===== config.mk =====
export PLATFORM = sky130hd
export DESIGN_NAME = upower_control_fsm
export DESIGN_NICKNAME = d
export VERILOG_FILES = /design/src/rtl/upower_control_fsm_pkg.sv /design/src/rtl/upower_main_decoder.sv /design/src/rtl/upower_control_fsm.sv
export SDC_FILE = /design/constraint.sdc
export NUM_CORES = 1
export LEC_CHECK = 0
export CAP_MARGIN = 20
export CORE_ASPECT_RATIO = 0.8
export CORE_MARGIN = 4
export CORE_UTILIZATION = 40
export DETAILED_ROUTE_END_ITERATION = 8
export PLACE_DENSITY = 0.82
export REMOVE_ABC_BUFFERS = 1
export SYNTH_ARGS = -nofsm -noshare
export SYNTH_HDL_FRONTEND = slang
export SYNTH_SLANG_ARGS = --single-unit

===== constraint.sdc =====
create_clock -name clk -period 3.7 [get_ports clk]
set_input_delay 0.74 -clock clk [delete_from_list [all_inputs] [get_ports clk]]
set_output_delay 0.74 -clock clk [all_outputs]
set_load 0.01 [all_outputs]

===== src/rtl/upower_control_fsm_pkg.sv =====
// Shared definitions for the uPOWER multi-cycle control unit:
// opcode / XO constants, ALU_OP encodings, state encoding and the
// decoded-instruction and registered-control bundles.
package upower_control_fsm_pkg;

    // Primary opcodes (instr[31:26])
    localparam logic [5:0] OP_LD    = 6'd58;
    localparam logic [5:0] OP_STD   = 6'd62;
    localparam logic [5:0] OP_ADDI  = 6'd14;
    localparam logic [5:0] OP_ANDI  = 6'd28;
    localparam logic [5:0] OP_ORI   = 6'd24;
    localparam logic [5:0] OP_XFORM = 6'd31;

    // X-form extended opcodes (instr[10:1])
    localparam logic [9:0] XO_ADD  = 10'd266;
    localparam logic [9:0] XO_SUBF = 10'd40;
    localparam logic [9:0] XO_AND  = 10'd28;
    localparam logic [9:0] XO_OR   = 10'd444;

    // ALU_64 operation select
    localparam logic [3:0] ALU_AND = 4'b0000;
    localparam logic [3:0] ALU_OR  = 4'b0001;
    localparam logic [3:0] ALU_ADD = 4'b0010;
    localparam logic [3:0] ALU_SUB = 4'b0110;

    typedef enum logic [2:0] {
        ST_IDLE   = 3'd0,
        ST_FETCH  = 3'd1,
        ST_DECODE = 3'd2,
        ST_EXEC   = 3'd3,
        ST_MEM    = 3'd4,
        ST_WB     = 3'd5,
        ST_HALT   = 3'd6
    } state_t;

    typedef struct packed {
        logic       legal;
        logic       is_ld;
        logic       is_st;
        logic       reg_dst;
        logic       alu_src;
        logic       xo;
        logic [3:0] alu_op;
    } decode_t;

    // Every control output, registered as one bundle
    typedef struct packed {
        logic       pc_en;
        logic       ir_load;
        logic [3:0] alu_op;
        logic       reg_write;
        logic       mem_read;
        logic       mem_write;
        logic       mem_to_reg;
        logic       alu_src;
        logic       reg_dst;
        logic       xo;
        logic       busy;
        logic       illegal;
        logic       mem_timeout;
        logic       halted;
    } ctrl_t;

    function automatic decode_t mk_dec(input logic is_ld, input logic is_st,
                                       input logic reg_dst, input logic alu_src,
                                       input logic xo, input logic [3:0] alu_op);
        decode_t d;
        d.legal   = 1'b1;
        d.is_ld   = is_ld;
        d.is_st   = is_st;
        d.reg_dst = reg_dst;
        d.alu_src = alu_src;
        d.xo      = xo;
        d.alu_op  = alu_op;
        return d;
    endfunction

endpackage


===== src/rtl/upower_main_decoder.sv =====
// Combinational instruction decoder: primary opcode plus X-form XO
// to {legal, is_ld, is_st, RegDst, ALUSrc, XO, ALU_OP}.
module upower_main_decoder
    import upower_control_fsm_pkg::*;
(
    input  logic [5:0] i_opcode,
    input  logic [9:0] i_xo,
    output decode_t    o_dec
);

    // Table lookup; anything not listed decodes as illegal (all zero)
    always_comb begin
        o_dec = '0;
        case (i_opcode)
            OP_LD:    o_dec = mk_dec(1'b1, 1'b0, 1'b1, 1'b1, 1'b0, ALU_ADD);
            OP_STD:   o_dec = mk_dec(1'b0, 1'b1, 1'b1, 1'b1, 1'b1, ALU_ADD);
            OP_ADDI:  o_dec = mk_dec(1'b0, 1'b0, 1'b1, 1'b1, 1'b1, ALU_ADD);
            OP_ANDI:  o_dec = mk_dec(1'b0, 1'b0, 1'b0, 1'b1, 1'b0, ALU_AND);
            OP_ORI:   o_dec = mk_dec(1'b0, 1'b0, 1'b0, 1'b1, 1'b0, ALU_OR);
            OP_XFORM: begin
                case (i_xo)
                    XO_ADD:  o_dec = mk_dec(1'b0, 1'b0, 1'b1, 1'b0, 1'b1, ALU_ADD);
                    XO_SUBF: o_dec = mk_dec(1'b0, 1'b0, 1'b1, 1'b0, 1'b1, ALU_SUB);
                    XO_AND:  o_dec = mk_dec(1'b0, 1'b0, 1'b0, 1'b0, 1'b1, ALU_AND);
                    XO_OR:   o_dec = mk_dec(1'b0, 1'b0, 1'b0, 1'b0, 1'b1, ALU_OR);
                    default: o_dec = '0;
                endcase
            end
            default:  o_dec = '0;
        endcase
    end

endmodule


===== src/rtl/upower_control_fsm.sv =====
// Multi-cycle control FSM for the uPOWER load/store/R/I datapath.
// Sequences FETCH->DECODE->EXEC->(MEM)->WB with every output registered.
// Outputs are computed from the next state, so each strobe is visible in
// the cycle of the state it belongs to. Decisions that depend on mem_ack
// sampled at the end of MEM (std completion, timeout) show their pc_en /
// mem_timeout pulse in the following FETCH cycle.
// Optional build macro: UPOWER_FSM_PERF_EN adds instr_retired / cycle_count.
module upower_control_fsm
    import upower_control_fsm_pkg::*;
#(
    parameter int MEM_WAIT_MAX = 16,
    parameter int CNT_W        = 32
) (
    input  logic        clk,
    input  logic        rst,
    input  logic        start,
    input  logic [31:0] instruction,
    input  logic        mem_ack,
    output logic        pc_en,
    output logic        ir_load,
    output logic [3:0]  ALU_OP,
    output logic        RegWrite,
    output logic        MemRead,
    output logic        MemWrite,
    output logic        MemtoReg,
    output logic        ALUSrc,
    output logic        RegDst,
    output logic        XO,
    output logic        busy,
    output logic        illegal,
    output logic        mem_timeout,
    output logic        halted
`ifdef UPOWER_FSM_PERF_EN
    ,
    output logic [CNT_W-1:0] instr_retired,
    output logic [CNT_W-1:0] cycle_count
`endif
);

    localparam int WAIT_W = (MEM_WAIT_MAX > 1) ? $clog2(MEM_WAIT_MAX) : 1;
    localparam logic [WAIT_W-1:0] WAIT_LAST = WAIT_W'(MEM_WAIT_MAX - 1);

    state_t             r_state, w_state_next;
    logic [WAIT_W-1:0]  r_wait, w_wait_next;
    ctrl_t              r_ctrl, w_ctrl_next;
    decode_t            w_dec;
    logic               w_is_zero;

    upower_main_decoder u_dec (
        .i_opcode (instruction[31:26]),
        .i_xo     (instruction[10:1]),
        .o_dec    (w_dec)
    );

    assign w_is_zero = (instruction == 32'h0);

    // State, MEM wait counter and registered control outputs
    always_ff @(posedge clk or negedge rst) begin
        if (!rst) begin
            r_state <= ST_IDLE;
            r_wait  <= '0;
            r_ctrl  <= '0;
        end else begin
            r_state <= w_state_next;
            r_wait  <= w_wait_next;
            r_ctrl  <= w_ctrl_next;
        end
    end

    // Next state and the outputs belonging to that next state
    always_comb begin
        w_state_next = r_state;
        w_wait_next  = r_wait;
        w_ctrl_next  = '0;
        case (r_state)
            ST_IDLE: begin
                if (start) begin
                    w_state_next        = ST_FETCH;
                    w_ctrl_next.ir_load = 1'b1;
                    w_ctrl_next.busy    = 1'b1;
                end
            end
            ST_FETCH: begin
                // Instruction is already stable here, so an illegal
                // encoding is flagged during the DECODE cycle itself
                w_state_next     = ST_DECODE;
                w_ctrl_next.busy = 1'b1;
                if (!w_is_zero && !w_dec.legal) begin
                    w_ctrl_next.illegal = 1'b1;
                    w_ctrl_next.pc_en   = 1'b1;
                end
            end
            ST_DECODE: begin
                if (w_is_zero) begin
                    w_state_next       = ST_HALT;
                    w_ctrl_next.halted = 1'b1;
                end else if (!w_dec.legal) begin
                    w_state_next        = ST_FETCH;
                    w_ctrl_next.ir_load = 1'b1;
                    w_ctrl_next.busy    = 1'b1;
                end else begin
                    w_state_next        = ST_EXEC;
                    w_ctrl_next.busy    = 1'b1;
                    w_ctrl_next.alu_op  = w_dec.alu_op;
                    w_ctrl_next.alu_src = w_dec.alu_src;
                    w_ctrl_next.reg_dst = w_dec.reg_dst;
                    w_ctrl_next.xo      = w_dec.xo;
                end
            end
            ST_EXEC: begin
                w_ctrl_next.busy = 1'b1;
                {w_ctrl_next.alu_op, w_ctrl_next.alu_src, w_ctrl_next.reg_dst, w_ctrl_next.xo} =
                    {r_ctrl.alu_op, r_ctrl.alu_src, r_ctrl.reg_dst, r_ctrl.xo};
                if (w_dec.is_ld || w_dec.is_st) begin
                    w_state_next          = ST_MEM;
                    w_wait_next           = '0;
                    w_ctrl_next.mem_read  = w_dec.is_ld;
                    w_ctrl_next.mem_write = w_dec.is_st;
                end else begin
                    w_state_next          = ST_WB;
                    w_ctrl_next.reg_write = 1'b1;
                    w_ctrl_next.pc_en     = 1'b1;
                end
            end
            ST_MEM: begin
                w_ctrl_next.busy = 1'b1;
                if (mem_ack && r_ctrl.mem_read) begin
                    w_state_next           = ST_WB;
                    {w_ctrl_next.alu_op, w_ctrl_next.alu_src, w_ctrl_next.reg_dst, w_ctrl_next.xo} =
                        {r_ctrl.alu_op, r_ctrl.alu_src, r_ctrl.reg_dst, r_ctrl.xo};
                    w_ctrl_next.reg_write  = 1'b1;
                    w_ctrl_next.mem_to_reg = 1'b1;
                    w_ctrl_next.pc_en      = 1'b1;
                end else if (mem_ack || (r_wait == WAIT_LAST)) begin
                    // std completion or abandoned access: straight to FETCH
                    w_state_next            = ST_FETCH;
                    w_ctrl_next.ir_load     = 1'b1;
                    w_ctrl_next.pc_en       = 1'b1;
                    w_ctrl_next.mem_timeout = !mem_ack;
                end else begin
                    w_wait_next           = r_wait + WAIT_W'(1);
                    {w_ctrl_next.alu_op, w_ctrl_next.alu_src, w_ctrl_next.reg_dst, w_ctrl_next.xo} =
                        {r_ctrl.alu_op, r_ctrl.alu_src, r_ctrl.reg_dst, r_ctrl.xo};
                    w_ctrl_next.mem_read  = r_ctrl.mem_read;
                    w_ctrl_next.mem_write = r_ctrl.mem_write;
                end
            end
            ST_WB: begin
                w_state_next        = ST_FETCH;
                w_ctrl_next.ir_load = 1'b1;
                w_ctrl_next.busy    = 1'b1;
            end
            ST_HALT: begin
                w_ctrl_next.halted = 1'b1;
            end
            default: begin
                w_state_next = ST_IDLE;
            end
        endcase
    end

    assign pc_en       = r_ctrl.pc_en;
    assign ir_load     = r_ctrl.ir_load;
    assign ALU_OP      = r_ctrl.alu_op;
    assign RegWrite    = r_ctrl.reg_write;
    assign MemRead     = r_ctrl.mem_read;
    assign MemWrite    = r_ctrl.mem_write;
    assign MemtoReg    = r_ctrl.mem_to_reg;
    assign ALUSrc      = r_ctrl.alu_src;
    assign RegDst      = r_ctrl.reg_dst;
    assign XO          = r_ctrl.xo;
    assign busy        = r_ctrl.busy;
    assign illegal     = r_ctrl.illegal;
    assign mem_timeout = r_ctrl.mem_timeout;
    assign halted      = r_ctrl.halted;

`ifdef UPOWER_FSM_PERF_EN
    logic [CNT_W-1:0] r_instr_retired, r_cycle_count;
    logic             w_retire;

    // A retirement is a pc_en pulse that is neither illegal nor a timeout
    assign w_retire = w_ctrl_next.pc_en & ~w_ctrl_next.illegal & ~w_ctrl_next.mem_timeout;

    // Saturating performance counters
    always_ff @(posedge clk or negedge rst) begin
        if (!rst) begin
            r_instr_retired <= '0;
            r_cycle_count   <= '0;
        end else begin
            if (w_retire && (r_instr_retired != '1)) begin
                r_instr_retired <= r_instr_retired + CNT_W'(1);
            end
            if (r_ctrl.busy && (r_cycle_count != '1)) begin
                r_cycle_count <= r_cycle_count + CNT_W'(1);
            end
        end
    end

    assign instr_retired = r_instr_retired;
    assign cycle_count   = r_cycle_count;
`else
    localparam int unused_cnt_w = CNT_W;
`endif

endmodule


==> impl_metrics.ini <==
[status]
run_status = finished clean

[floorplanning]
start_util_pct = 41.8
pin_count = 53
die_w_um = 71.5
dieArea_mm2 = 0.00420
die_h_um = 58.8
num_rows = 18
fp.coreArea_mm2 = 0.00309

[global_routing]
first_global_vias = 1327
antenna_found_initial = 0
grt_pass1_wl_um = 5730
grt_max_degree = 23
grt_overflow = 0
grt_usage_pct = 16.9

[layout]
antenna_cells = 0
regArea_um2 = 551
area_delta_synth_final_pct = 46.6
post-route-util_pct = 61.2
fillers = 248
drive_above_1_share_pct = 5.10
multi_input_area_um2 = 684
fin_nets = 234

[logic_synthesis]
syn_area_mm2 = 0.00129
synthCells = 147
ys_warn_count = 0
synth_ff_type = dfrtp_1
ys_seq_elements = 22
async_reset_ff_share_pct = 100
synth_cell_types = 46
avgSynthCellArea_um2 = 8.77
synth-edff-count = 0
ys_seq_area_share_pct = 42.7

[worst_setup_path]
criticalPathCategory = primary input to flop
reg2reg_depth = 6
cp_max_fo = 10
timing.rr.end = XO
r2r_setup_slack_ns = 1.88
crit_path_start_kind = primary input
crit_arrival_ns = 2.59
worstPathRequired_ns = 3.85
end_kind = flop
r2r_start = r_wait[0]

[timing]
max_slew_margin_pct = 63.9
tightest_slew_ns = 0.537
grt_setup_unrepaired = false
finalSetupViolCount = 0
fin_hold_ws_ns = 0.496
period_minus_slack_ns = 2.44
period_share_pct = 66.0
finalSetupTns_ns = 0
finalMaxSlewViolations = 0
finalClockSkew_ns = 0.00516
max_freq_mhz = 409
setup_slack_ns = 1.26
hold_viol_final = 0

[min_path]
hold_path_end = MemWrite
min_from = MemWrite
min_path_cells = 2
hp-class = flop to flop

[routing]
final_antenna_net_count = 0
drc = 0
drtPass1Iterations = 4
wirelength_um = 3480
vias = 1349
wire_per_inst_um = 14.7
vias_per_cell = 5.72
dr.first_iter.drc_count = 152

[cts]
cts_tree = yes
cts_setup_buffers = 0
htreeDepth = 1
cts_resized = 0
clk-insertion-delay-late_ns = 0.26
clk_root_buffer_cell = clkbuf_8
ctsHoldBuffers = 0
numCtsBuffers = 3
path_clk_slew_ns = 0.08
ctsLongestPathBuffers = 2
cts_num_sinks = 22

[pwr]
finalPower_mw = 0.829
power.leakage_nw = 0.754
irDropWorstVdd_uv = 203
power_density_mw_per_mm2 = 439

[placed_design]
portBuffers = 51
hpwl_um = 2680
routabilityCongestion = 0.862
place_ws_ns = 0.999

[run]
drv_cap = 0
-- state kept, by name (all words and copies together), names as in the netlist --
signal	flops
ALUSrc	1
ALU_OP	3
MemRead	1
MemWrite	1
MemtoReg	1
RegWrite	1
XO	1
busy	1
halted	1
illegal	1
ir_load	1
mem_timeout	1
pc_en	1
r_state	3
r_wait	4
-- per-stage QoR --
step | area [um2] | std cells
floorplan | 1250 | 140
global placement | 1810 | 231
detailed placement | 1810 | 231
CTS | 1860 | 235
global route | 1890 | 236
finish | 1890 | 236
-- cell usage in the layout, fill, tap and decap left out, types with 2 or more instances in the layout --
cell,count
a32o_1,2
nor2b_1,3
and3b_1,3
nor3_1,7
nand2_1,25
inv_1,3
nand4_1,3
o21ai_1,3
nor3b_1,3
nor4_1,8
dfrtp_1,22
a22oi_1,2
a21oi_1,4
nor2_1,8
nand2b_1,3
clkbuf_8,4
o21bai_1,2
clkdlybuf4s50_1,51
o21ai_0,6
o31a_1,2
nand3_1,8
-- worst max path at each step --
stage                     from     end  depth (start not counted)
2_1_floorplan   instruction[7]  ALUSrc                          5
3_5_place_dp   instruction[30]  ALUSrc                          6
4_1_cts        instruction[31]  ALUSrc                          6
5_1_grt        instruction[30]  ALUSrc                          6
3_3_place_gp   instruction[30]  ALUSrc                          6
6_report       instruction[31]  ALUSrc                          6
-- logic make-up after synthesis --
kind of cell,synth area share (%)
buffers and inverters,4.17
muxes,0.777
other,0.291
adders and majority gates,0.971
and+or+nand+nor,32.5
AOI/OAI and AO/OA,17.9
xor gates and xnor gates,0.680
DFF,42.7
-- synth_stat cells (3+ instances only) --
| cell | number | share of area (%) |
|---|---|---|
| nand4_1 | 3 | 1.5 |
| nor3b_1 | 3 | 1.7 |
| dfrtp_1 | 22 | 43 |
| nor3_1 | 7 | 2.7 |
| nor2_1 | 8 | 2.3 |
| nand2_1 | 25 | 7.3 |
| o21ai_1 | 3 | 1.2 |
| nand3_1 | 8 | 3.1 |
| a21oi_1 | 4 | 1.6 |
| clkbuf_1 | 3 | 0.87 |
| nor2b_1 | 3 | 1.5 |
| and3b_1 | 3 | 2.0 |
| nor4_1 | 8 | 3.9 |
| o21ai_0 | 6 | 2.3 |
| nand2b_1 | 3 | 1.5 |
| inv_1 | 3 | 0.87 |
-- routing by layer --
| layer | track usage, % | wire length (um) | vias up |
|---|---|---|---|
| met5 | 0 | 0 | - |
| met4 | 7.51 | 67 | 0 |
| met3 | 2.56 | 249 | 11 |
| met2 | 30.2 | 1710 | 71 |
| met1 | 20.3 | 1450 | 622 |
| li1 | - | - | 645 |
-- layout make-up --
type	instances	share of cell area, %
inverter	3	0.596
sequential	22	29.1
multi-input combinational	115	36.2
timing repair buffer	52	28.5
clock buffer	4	2.91
tap	40	2.65
-- where the power goes --
group	internal, mW	switching, mW
Sequential	0.297	0.0661
Combinational	0.156	0.137
Clock	0.0949	0.0783
-- critical path: stages --
cell and delay, ns:
clkdlybuf4s50_1 0.59, nor4_2 0.34, nand4_1 0.20, nor3_4 0.36, nor2_2 0.10, a32o_1 0.27
Note: power is estimated with default switching activity, not from simulation.
